**config.mk**
```make
export PLATFORM = sky130hd
export DESIGN_NAME = fetch_buffer_flat
export DESIGN_NICKNAME = d
export VERILOG_FILES = /design/src/rtl/riscv_pkg.sv /design/src/rtl/fetch_buffer_if.sv /design/src/rtl/sync_fifo.sv /design/src/rtl/fetch_buffer.sv /design/src/flat_wrapper.sv
export SDC_FILE = /design/constraint.sdc
export NUM_CORES = 1
export LEC_CHECK = 0
export BUFFER_PORTS_ARGS = -buffer_cell sky130_fd_sc_hd__buf_2
export CAP_MARGIN = 20
export CORE_MARGIN = 2
export CORE_UTILIZATION = 60
export DETAILED_ROUTE_END_ITERATION = 6
export PLACE_DENSITY_LB_ADDON = 0.3
export SYNTH_ARGS = -nofsm -noshare
export SYNTH_HDL_FRONTEND = slang
export SYNTH_HIERARCHICAL = 1
export SYNTH_SLANG_ARGS = --single-unit
```
**constraint.sdc**
```tcl
create_clock -name clk -period 4.4 [get_ports clk]
set_clock_uncertainty 0.2 [all_clocks]
set_input_delay 0.22 -clock clk [delete_from_list [all_inputs] [get_ports clk]]
set_output_delay 0.22 -clock clk [all_outputs]
set_load 0.005 [all_outputs]
```
**src/rtl/riscv_pkg.sv**
```systemverilog
// Shared fetch-path types and constants.
package riscv_pkg;

    localparam int XLEN        = 32;
    localparam int INSTR_BYTES = 4;

    // Canonical NOP (addi x0, x0, 0), used downstream for bubble insertion.
    localparam logic [31:0] NOP_INSTR = 32'h0000_0013;

    // One fetched instruction paired with the PC it was fetched from.
    typedef struct packed {
        logic [XLEN-1:0] pc;
        logic [31:0]     instr;
    } fetch_entry_t;

endpackage

```
**src/rtl/fetch_buffer_if.sv**
```systemverilog
// Decode-side handshake of the fetch buffer: head entry plus valid/ready.
interface fetch_buffer_if #(
    parameter int WIDTH = 32
);
    logic             valid_o;
    logic             ready_i;
    logic [31:0]      instr_o;
    logic [WIDTH-1:0] pc_o;
    logic [WIDTH-1:0] pc_plus4_o;

    modport master (
        output valid_o, instr_o, pc_o, pc_plus4_o,
        input  ready_i
    );

    modport slave (
        input  valid_o, instr_o, pc_o, pc_plus4_o,
        output ready_i
    );
endinterface

```
**src/rtl/sync_fifo.sv**
```systemverilog
// Single-clock FIFO with synchronous clear; DEPTH must be a power of two.
module sync_fifo
    import riscv_pkg::*;
#(
    parameter type entry_t = fetch_entry_t,
    parameter int  DEPTH   = 4,
    localparam int CNT_W   = $clog2(DEPTH + 1),
    localparam int PTR_W   = $clog2(DEPTH)
) (
    input  logic             clk,
    input  logic             rst_n,
    input  logic             clear,
    input  logic             push,
    input  logic             pop,
    input  entry_t           wdata,
    output entry_t           rdata,
    output logic [CNT_W-1:0] count,
    output logic             full,
    output logic             empty
);

    localparam logic [CNT_W-1:0] FULL_CNT = CNT_W'(DEPTH);

    logic [PTR_W-1:0] wr_ptr_q, wr_ptr_d;
    logic [PTR_W-1:0] rd_ptr_q, rd_ptr_d;
    logic [CNT_W-1:0] count_q, count_d;
    entry_t           mem_q [DEPTH];

    // Next-state pointers and occupancy; clear overrides any push/pop.
    always_comb begin
        wr_ptr_d = wr_ptr_q;
        rd_ptr_d = rd_ptr_q;
        count_d  = count_q;
        if (clear) begin
            wr_ptr_d = '0;
            rd_ptr_d = '0;
            count_d  = '0;
        end else begin
            if (push) wr_ptr_d = wr_ptr_q + 1'b1;
            if (pop)  rd_ptr_d = rd_ptr_q + 1'b1;
            if (push && !pop)      count_d = count_q + 1'b1;
            else if (pop && !push) count_d = count_q - 1'b1;
        end
    end

    // Control state registers.
    always_ff @(posedge clk or negedge rst_n) begin
        if (!rst_n) begin
            wr_ptr_q <= '0;
            rd_ptr_q <= '0;
            count_q  <= '0;
        end else begin
            wr_ptr_q <= wr_ptr_d;
            rd_ptr_q <= rd_ptr_d;
            count_q  <= count_d;
        end
    end

    // Storage is reset so the head outputs never carry X.
    always_ff @(posedge clk or negedge rst_n) begin
        if (!rst_n) begin
            for (int i = 0; i < DEPTH; i++) mem_q[i] <= '0;
        end else if (push && !clear) begin
            mem_q[wr_ptr_q] <= wdata;
        end
    end

    assign rdata = mem_q[rd_ptr_q];
    assign count = count_q;
    assign full  = (count_q == FULL_CNT);
    assign empty = (count_q == '0);

endmodule

```
**src/rtl/fetch_buffer.sv**
```systemverilog
// Fetch buffer: pairs each issued PC with the instruction returned one cycle
// later, queues the pairs for decode and back-pressures the PC by credit.
module fetch_buffer
    import riscv_pkg::*;
#(
    parameter int WIDTH = XLEN,
    parameter int DEPTH = 4
) (
    input  logic             clk,
    input  logic             rst,
    input  logic [WIDTH-1:0] pc_i,
    input  logic             flush,
    input  logic [31:0]      imem_rdata,
    output logic             stall_o,
    fetch_buffer_if.master   dec
);

    localparam int CNT_W = $clog2(DEPTH + 1);
    localparam logic [CNT_W:0] CREDITS = (CNT_W + 1)'(DEPTH);

    logic             inflight_v_q, inflight_v_d;
    logic [WIDTH-1:0] inflight_pc_q, inflight_pc_d;
    logic             issue;
    logic             push;
    logic             pop;
    logic             valid;
    logic [CNT_W-1:0] count;
    logic             full;
    logic             empty;
    logic [CNT_W:0]   credit_used;
    fetch_entry_t     wr_entry;
    fetch_entry_t     head;

    // Credit check uses registered state only, so stall never depends on
    // ready_i or flush in the same cycle.
    always_comb begin
        credit_used   = {1'b0, count} + {{CNT_W{1'b0}}, inflight_v_q};
        stall_o       = (credit_used >= CREDITS);
        issue         = !stall_o && !flush;
        inflight_v_d  = issue;
        inflight_pc_d = issue ? pc_i : inflight_pc_q;
        push          = inflight_v_q && !flush;
        valid         = !empty && !flush;
        pop           = valid && dec.ready_i;
        wr_entry.pc    = inflight_pc_q;
        wr_entry.instr = imem_rdata;
    end

    // In-flight slot: remembers the PC whose instruction returns next cycle.
    always_ff @(posedge clk or negedge rst) begin
        if (!rst) begin
            inflight_v_q  <= 1'b0;
            inflight_pc_q <= '0;
        end else begin
            inflight_v_q  <= inflight_v_d;
            inflight_pc_q <= inflight_pc_d;
        end
    end

    sync_fifo #(
        .entry_t (fetch_entry_t),
        .DEPTH   (DEPTH)
    ) u_fifo (
        .clk   (clk),
        .rst_n (rst),
        .clear (flush),
        .push  (push),
        .pop   (pop),
        .wdata (wr_entry),
        .rdata (head),
        .count (count),
        .full  (full),
        .empty (empty)
    );

    assign dec.valid_o    = valid;
    assign dec.pc_o       = head.pc;
    assign dec.instr_o    = head.instr;
    // Held at zero while empty so every output reads 0 out of reset.
    assign dec.pc_plus4_o = empty ? '0 : head.pc + WIDTH'(INSTR_BYTES);

    // Credit accounting must make an overflowing push impossible.
    a_no_push_when_full: assert property (@(posedge clk) disable iff (!rst) !(push && full));

endmodule

```
**src/flat_wrapper.sv**
```systemverilog
// flat-port wrapper written by rule: the top's interface ports become plain ports
module fetch_buffer_flat import riscv_pkg::*;
#(
    parameter int WIDTH = XLEN,
    parameter int DEPTH = 4
)
  (clk, rst, pc_i, flush, imem_rdata, stall_o, dec_valid_o, dec_instr_o, dec_pc_o, dec_pc_plus4_o, dec_ready_i);
  fetch_buffer_if #(.WIDTH(WIDTH)) dec_i ();
  input  logic clk;
  input  logic rst;
  input  logic [WIDTH-1:0] pc_i;
  input  logic flush;
  input  logic [31:0] imem_rdata;
  output logic stall_o;
  output wire logic [$bits(dec_i.valid_o)-1:0] dec_valid_o;
  output wire logic [$bits(dec_i.instr_o)-1:0] dec_instr_o;
  output wire logic [$bits(dec_i.pc_o)-1:0] dec_pc_o;
  output wire logic [$bits(dec_i.pc_plus4_o)-1:0] dec_pc_plus4_o;
  input wire logic [$bits(dec_i.ready_i)-1:0] dec_ready_i;
  assign dec_valid_o = dec_i.valid_o;
  assign dec_instr_o = dec_i.instr_o;
  assign dec_pc_o = dec_i.pc_o;
  assign dec_pc_plus4_o = dec_i.pc_plus4_o;
  assign dec_i.ready_i = dec_ready_i;
  fetch_buffer #(.WIDTH(WIDTH), .DEPTH(DEPTH)) u_core (.clk(clk), .rst(rst), .pc_i(pc_i), .flush(flush), .imem_rdata(imem_rdata), .stall_o(stall_o), .dec(dec_i));
endmodule
```
# Word-level counts from Yosys, hierarchy flattened
# Index checks and enable logic that the tools add are counted.
totals:
  ff_bits: 296
  input_bits: 68
  elab_cells: 56
classes:
  n_addsub: 6
  n_lt_le_gt_ge: 4
  n_mux: 14
  bitwise: 2
  n_reduce_logical: 17
ops:
  columns: ["cell", "n"]
  rows:
  - ["256-bit bitwise mux", 1]
  - ["64-bit two-way mux", 3]
  - ["64-bit binary-select mux with 2-bit select", 1]
  - ["64-bit demux with 2-bit select", 1]
  - ["32-bit by 3-bit adder with 32-bit output, second input constant", 1]
  - ["32-bit two-way mux", 1]
  - ["3-bit two-way mux", 3]
  - ["1-bit logical AND", 8]
  - ["2-bit two-way mux", 4]
  - ["3-bit greater-or-equal comparator, second input constant", 2]
  - ["2-bit inverter with 3-bit output", 2]
  - ["1-bit logical NOT", 5]
  - ["2-bit by 1-bit adder with 2-bit output, second input constant", 2]
  - ["3-bit by 1-bit adder with 4-bit output", 1]
  - ["4-bit by 3-bit greater-or-equal comparator with 1-bit output, second input constant", 1]
  - ["2-bit nonzero test", 2]
  - ["3-bit by 1-bit adder with 3-bit output, second input constant", 1]
  - ["3-bit logical NOT", 1]
  - ["3-bit by 1-bit less-than comparator with 1-bit output, second input constant", 1]
  - ["3-bit nonzero test", 1]
  - ["3-bit by 1-bit subtractor with 3-bit output, second input constant", 1]

# Depth between registers and ports, before layout
logic_depth:
  ltp_word: 8
  ltp_mapped: 10
  ltp_nobuf: 8

# Modules after synthesis
# Netlist, hierarchy kept.
by_module_without_submodules:
  columns: ["module", "n_inst", "cells_per_inst", "area_each_um2", "seq_area_each_um2"]
  rows:
  - ["sync_fifo", 1, 660, 12718.4, 6581.3]
  - ["fetch_buffer", 1, 200, 2034.5, 825.8]

# Worst setup path after synthesis
# No wires, ideal clock.
synth_timing:
  path_kind: "register to output"
  start: "reg u_core.u_fifo.rd_ptr_q[1]"
  end: "out dec_pc_plus4_o[28]"
  arrival_time_ps: 2502
  path_slack_ps: 1478
  path_stages_with_launch: 11
  path_cell_list: "dfrtp_1 > buf_2 > clkbuf_1 > mux4_2 > ha_1 > and4_1 > buf_6 > nand3_4 > buf_6 > or4_1 > a21oi_1"
synth_between:
  elab_chain_cells: 6
synth_rtl:
  columns: ["element", "line_no", "text"]
  rows:
  - ["from (decl)", "sync_fifo.sv:25", "logic [PTR_W-1:0] rd_ptr_q, rd_ptr_d;"]
  - ["from (signal assigned)", "sync_fifo.sv:54", "rd_ptr_q <= rd_ptr_d;"]
  - ["2-bit inverter with 3-bit output (not written as such)", "sync_fifo.sv:68", "assign rdata = mem_q[rd_ptr_q];"]
  - ["64-bit binary-select mux with 2-bit select", "sync_fifo.sv:68", null]
  - ["64-bit two-way mux (not written as such) (2 in series)", "sync_fifo.sv:68", null]
  - ["named net dec_pc_o[2]", "flat_wrapper.sv:17", "output wire logic [$bits(dec_i.pc_o)-1:0] dec_pc_o;"]
  - ["32-bit by 3-bit adder with 32-bit output", "fetch_buffer.sv:80", "assign dec.pc_plus4_o = empty ? '0 : head.pc + WIDTH'(INSTR_BYTES);"]
  - ["32-bit two-way mux", "fetch_buffer.sv:80", null]
  - ["to (decl)", "flat_wrapper.sv:18", "output wire logic [$bits(dec_i.pc_plus4_o)-1:0] dec_pc_plus4_o;"]
# The timed path passes the listed nets, and every way through them passes these cells. The select of a mux whose other input is x is not followed.

# Worst setup path after layout
layout_timing:
  start: "reg u_core.u_fifo.rd_ptr_q[0]"
  end: "out dec_pc_plus4_o[28]"
layout_between:
  elab_chain_cells: 6
layout_rtl:
  columns: ["element", "line_no"]
  rows:
  - ["2-bit inverter with 3-bit output (not written as such)", "sync_fifo.sv:68"]
  - ["64-bit binary-select mux with 2-bit select", "sync_fifo.sv:68"]
  - ["64-bit two-way mux (not written as such) (2 in series)", "sync_fifo.sv:68"]
  - ["32-bit by 3-bit adder with 32-bit output", "fetch_buffer.sv:80"]
  - ["32-bit two-way mux", "fetch_buffer.sv:80"]
# Every way passes these cells. The select of a mux whose other input is x is not followed.

==> run metrics <==
die area 25,800 µm²; Tot GR Track Use 24.4%; critical path arrival 3440 ps; Worst R2R Setup Slack 1600 ps; starting density of the core 60.8%; die width 161 µm; Slew Limit Fails 0; Antenna diodes 0; first-pass GRT wire length 50.0 mm; CP Launch Type flop; Cells after Synth 859; Slew @ Worst Pin 1000 ps; First-pass DRT Iterations 5; maximum clock frequency 259 MHz; final hold vios 0; cts hold-fix bufs 66; Syn-to-layout area delta 16.7%; H-tree level count 2; largest net degree at the start of global routing 128; outcome completed; HP Class in2reg; Tmin final 3860 ps; IO Pins 166; detailed router's first-iteration violation count 563; register area 7410 µm²; Clock Latency Late Sink 500 ps; CTS Buf Count 34; number of global-route vias before repair 9,007; # resized after CTS 0; WL per Instance 21.5 µm; Final ANT Viol Nets 0; final cycle utilization of the critical path 87.7%; Layout Nets 1,156; final setup fails 0; FILL cells 1,577; Final HPWL DP 18.0 mm; syn_nets 933; area of the multi-input gates 6650 µm²; routed wire length 30.6 mm; Clock Tree Root clkbuf_16; Lkg Pwr 8.53 nW; Critical Path Fanout Max 19; DRC errors left 0; total power 9.85 mW; Design Area, Final 17,200 µm²; share of cells above drive strength 1 51.0%; Cell Pwr Density 572 nW/µm²; core area 24,200 µm²; Vias 8,229; Die Ht 161 µm; crit path kind reg2out; CTS Buffer Depth 3; row count 57; clk slew on worst S/H paths 60 ps; setup TNS 0 ps; Max-Cap Viols 0; Worst EP required 3980 ps; DR vias/cell 5.77; RSZ-0062 raised after global routing false; Max-slew headroom 33.3%; Post-CTS Setup Bufs 0; CTS tree done; gr ovfl total 0; crit end category output port; syn_area_per_cell 17.2 µm²; Worst VDD drop 0.320 mV; initial antenna violation count 0; Syn Std Cell Area 14,700 µm²; PortBufs 165; placed cell area 15,400 µm²; synthesis warning total 6; # clock sinks 296; Placer Congestion 0.823
==> routing by layer <==
layer / vias to the layer above / track usage, % / wire length [µm]
li1: 3638 / - / -
met1: 4312 / 34.5 / 13600
met2: 222 / 39.8 / 15000
met3: 57 / 3.98 / 1290
met4: 0 / 6.70 / 665
met5: - / 0 / 0
==> flip-flops by register name, indices dropped and copies added (netlist names) <==
signal	count
u_core/u_fifo/mem_q	256
u_core/inflight_pc_q	32
u_core/u_fifo/count	3
u_core/u_fifo/rd_ptr_q	2
u_core/u_fifo/wr_ptr_q	2
u_core/inflight_v_q	1
==> stage by stage <==
step	hold slack (ps)	utilization, %	std cells	setup slack, ps
after floorplan	-276	-	859	1480
after global placement	184	63.6	1304	1130
after detailed placement	190	63.6	1304	1070
after CTS	58.9	71.0	1427	534
after global routing	133	71.0	1427	353
final	88.4	71.0	1427	542
==> final timing paths <==
kind / from / to / cells after the start
hold reg to reg: u_core/u_fifo/mem_q[65]$_DFFE_PN0P_ / u_core/u_fifo/mem_q[65]$_DFFE_PN0P_ / 1
setup / recovery: u_core/u_fifo/rd_ptr_q[0]$_DFFE_PN0P_ / dec_pc_plus4_o[28] / 7
hold / removal: dec_ready_i / u_core/u_fifo/rd_ptr_q[0]$_DFFE_PN0P_ / 4
setup reg to reg: u_core/inflight_v_q$_DFF_PN0_ / u_core/u_fifo/mem_q[169]$_DFFE_PN0P_ / 4
min in group asynchronous: rst / u_core/u_fifo/mem_q[94]$_DFFE_PN0P_ / 2
max in group asynchronous: rst / u_core/u_fifo/mem_q[134]$_DFFE_PN0P_ / 3
==> report_power, final <==
group / total [mW] / switching, mW / internal [mW] / leakage (nW)
Combinational: 3.04 / 1.21 / 1.82 / 4.16
Sequential: 3.96 / 0.513 / 3.45 / 3.82
Clock: 2.85 / 1.08 / 1.76 / 0.552
==> cell type report <==
type | count | area share, %
Multi-Input combinational cell | 502 | 38.6
Sequential cell | 296 | 43.1
Inverter | 7 | 0.153
Clock inverter | 12 | 0.843
Clock buffer | 45 | 5.78
Tap cell | 324 | 2.35
Timing Repair Buffer | 241 | 9.20
==> worst max-delay path: stages (launching register included) <==
cell     delay, ps
dfrtp_4        690
buf_4          430
mux4_2         380
and4_1         420
nand2_1        130
or4_1          540
a21oi_1        190
buf_2          150
==> layout by cell type (no fill, tap or decap), types with 7 or more instances in the layout <==
cell           instances
nand3_1                8
dlygate4sd3_1         66
buf_2                164
buf_4                  9
nand2_1                9
mux2_4               240
clkbuf_16             37
o31ai_1               13
dfrtp_1              294
mux2_2                17
a21oi_1               18
or4_1                 13
nand4_1               10
mux4_2                64
inv_1                  7
nor2_1                18
xor2_1                11
mux2_1                31
(Power assumes the default switching activity.)
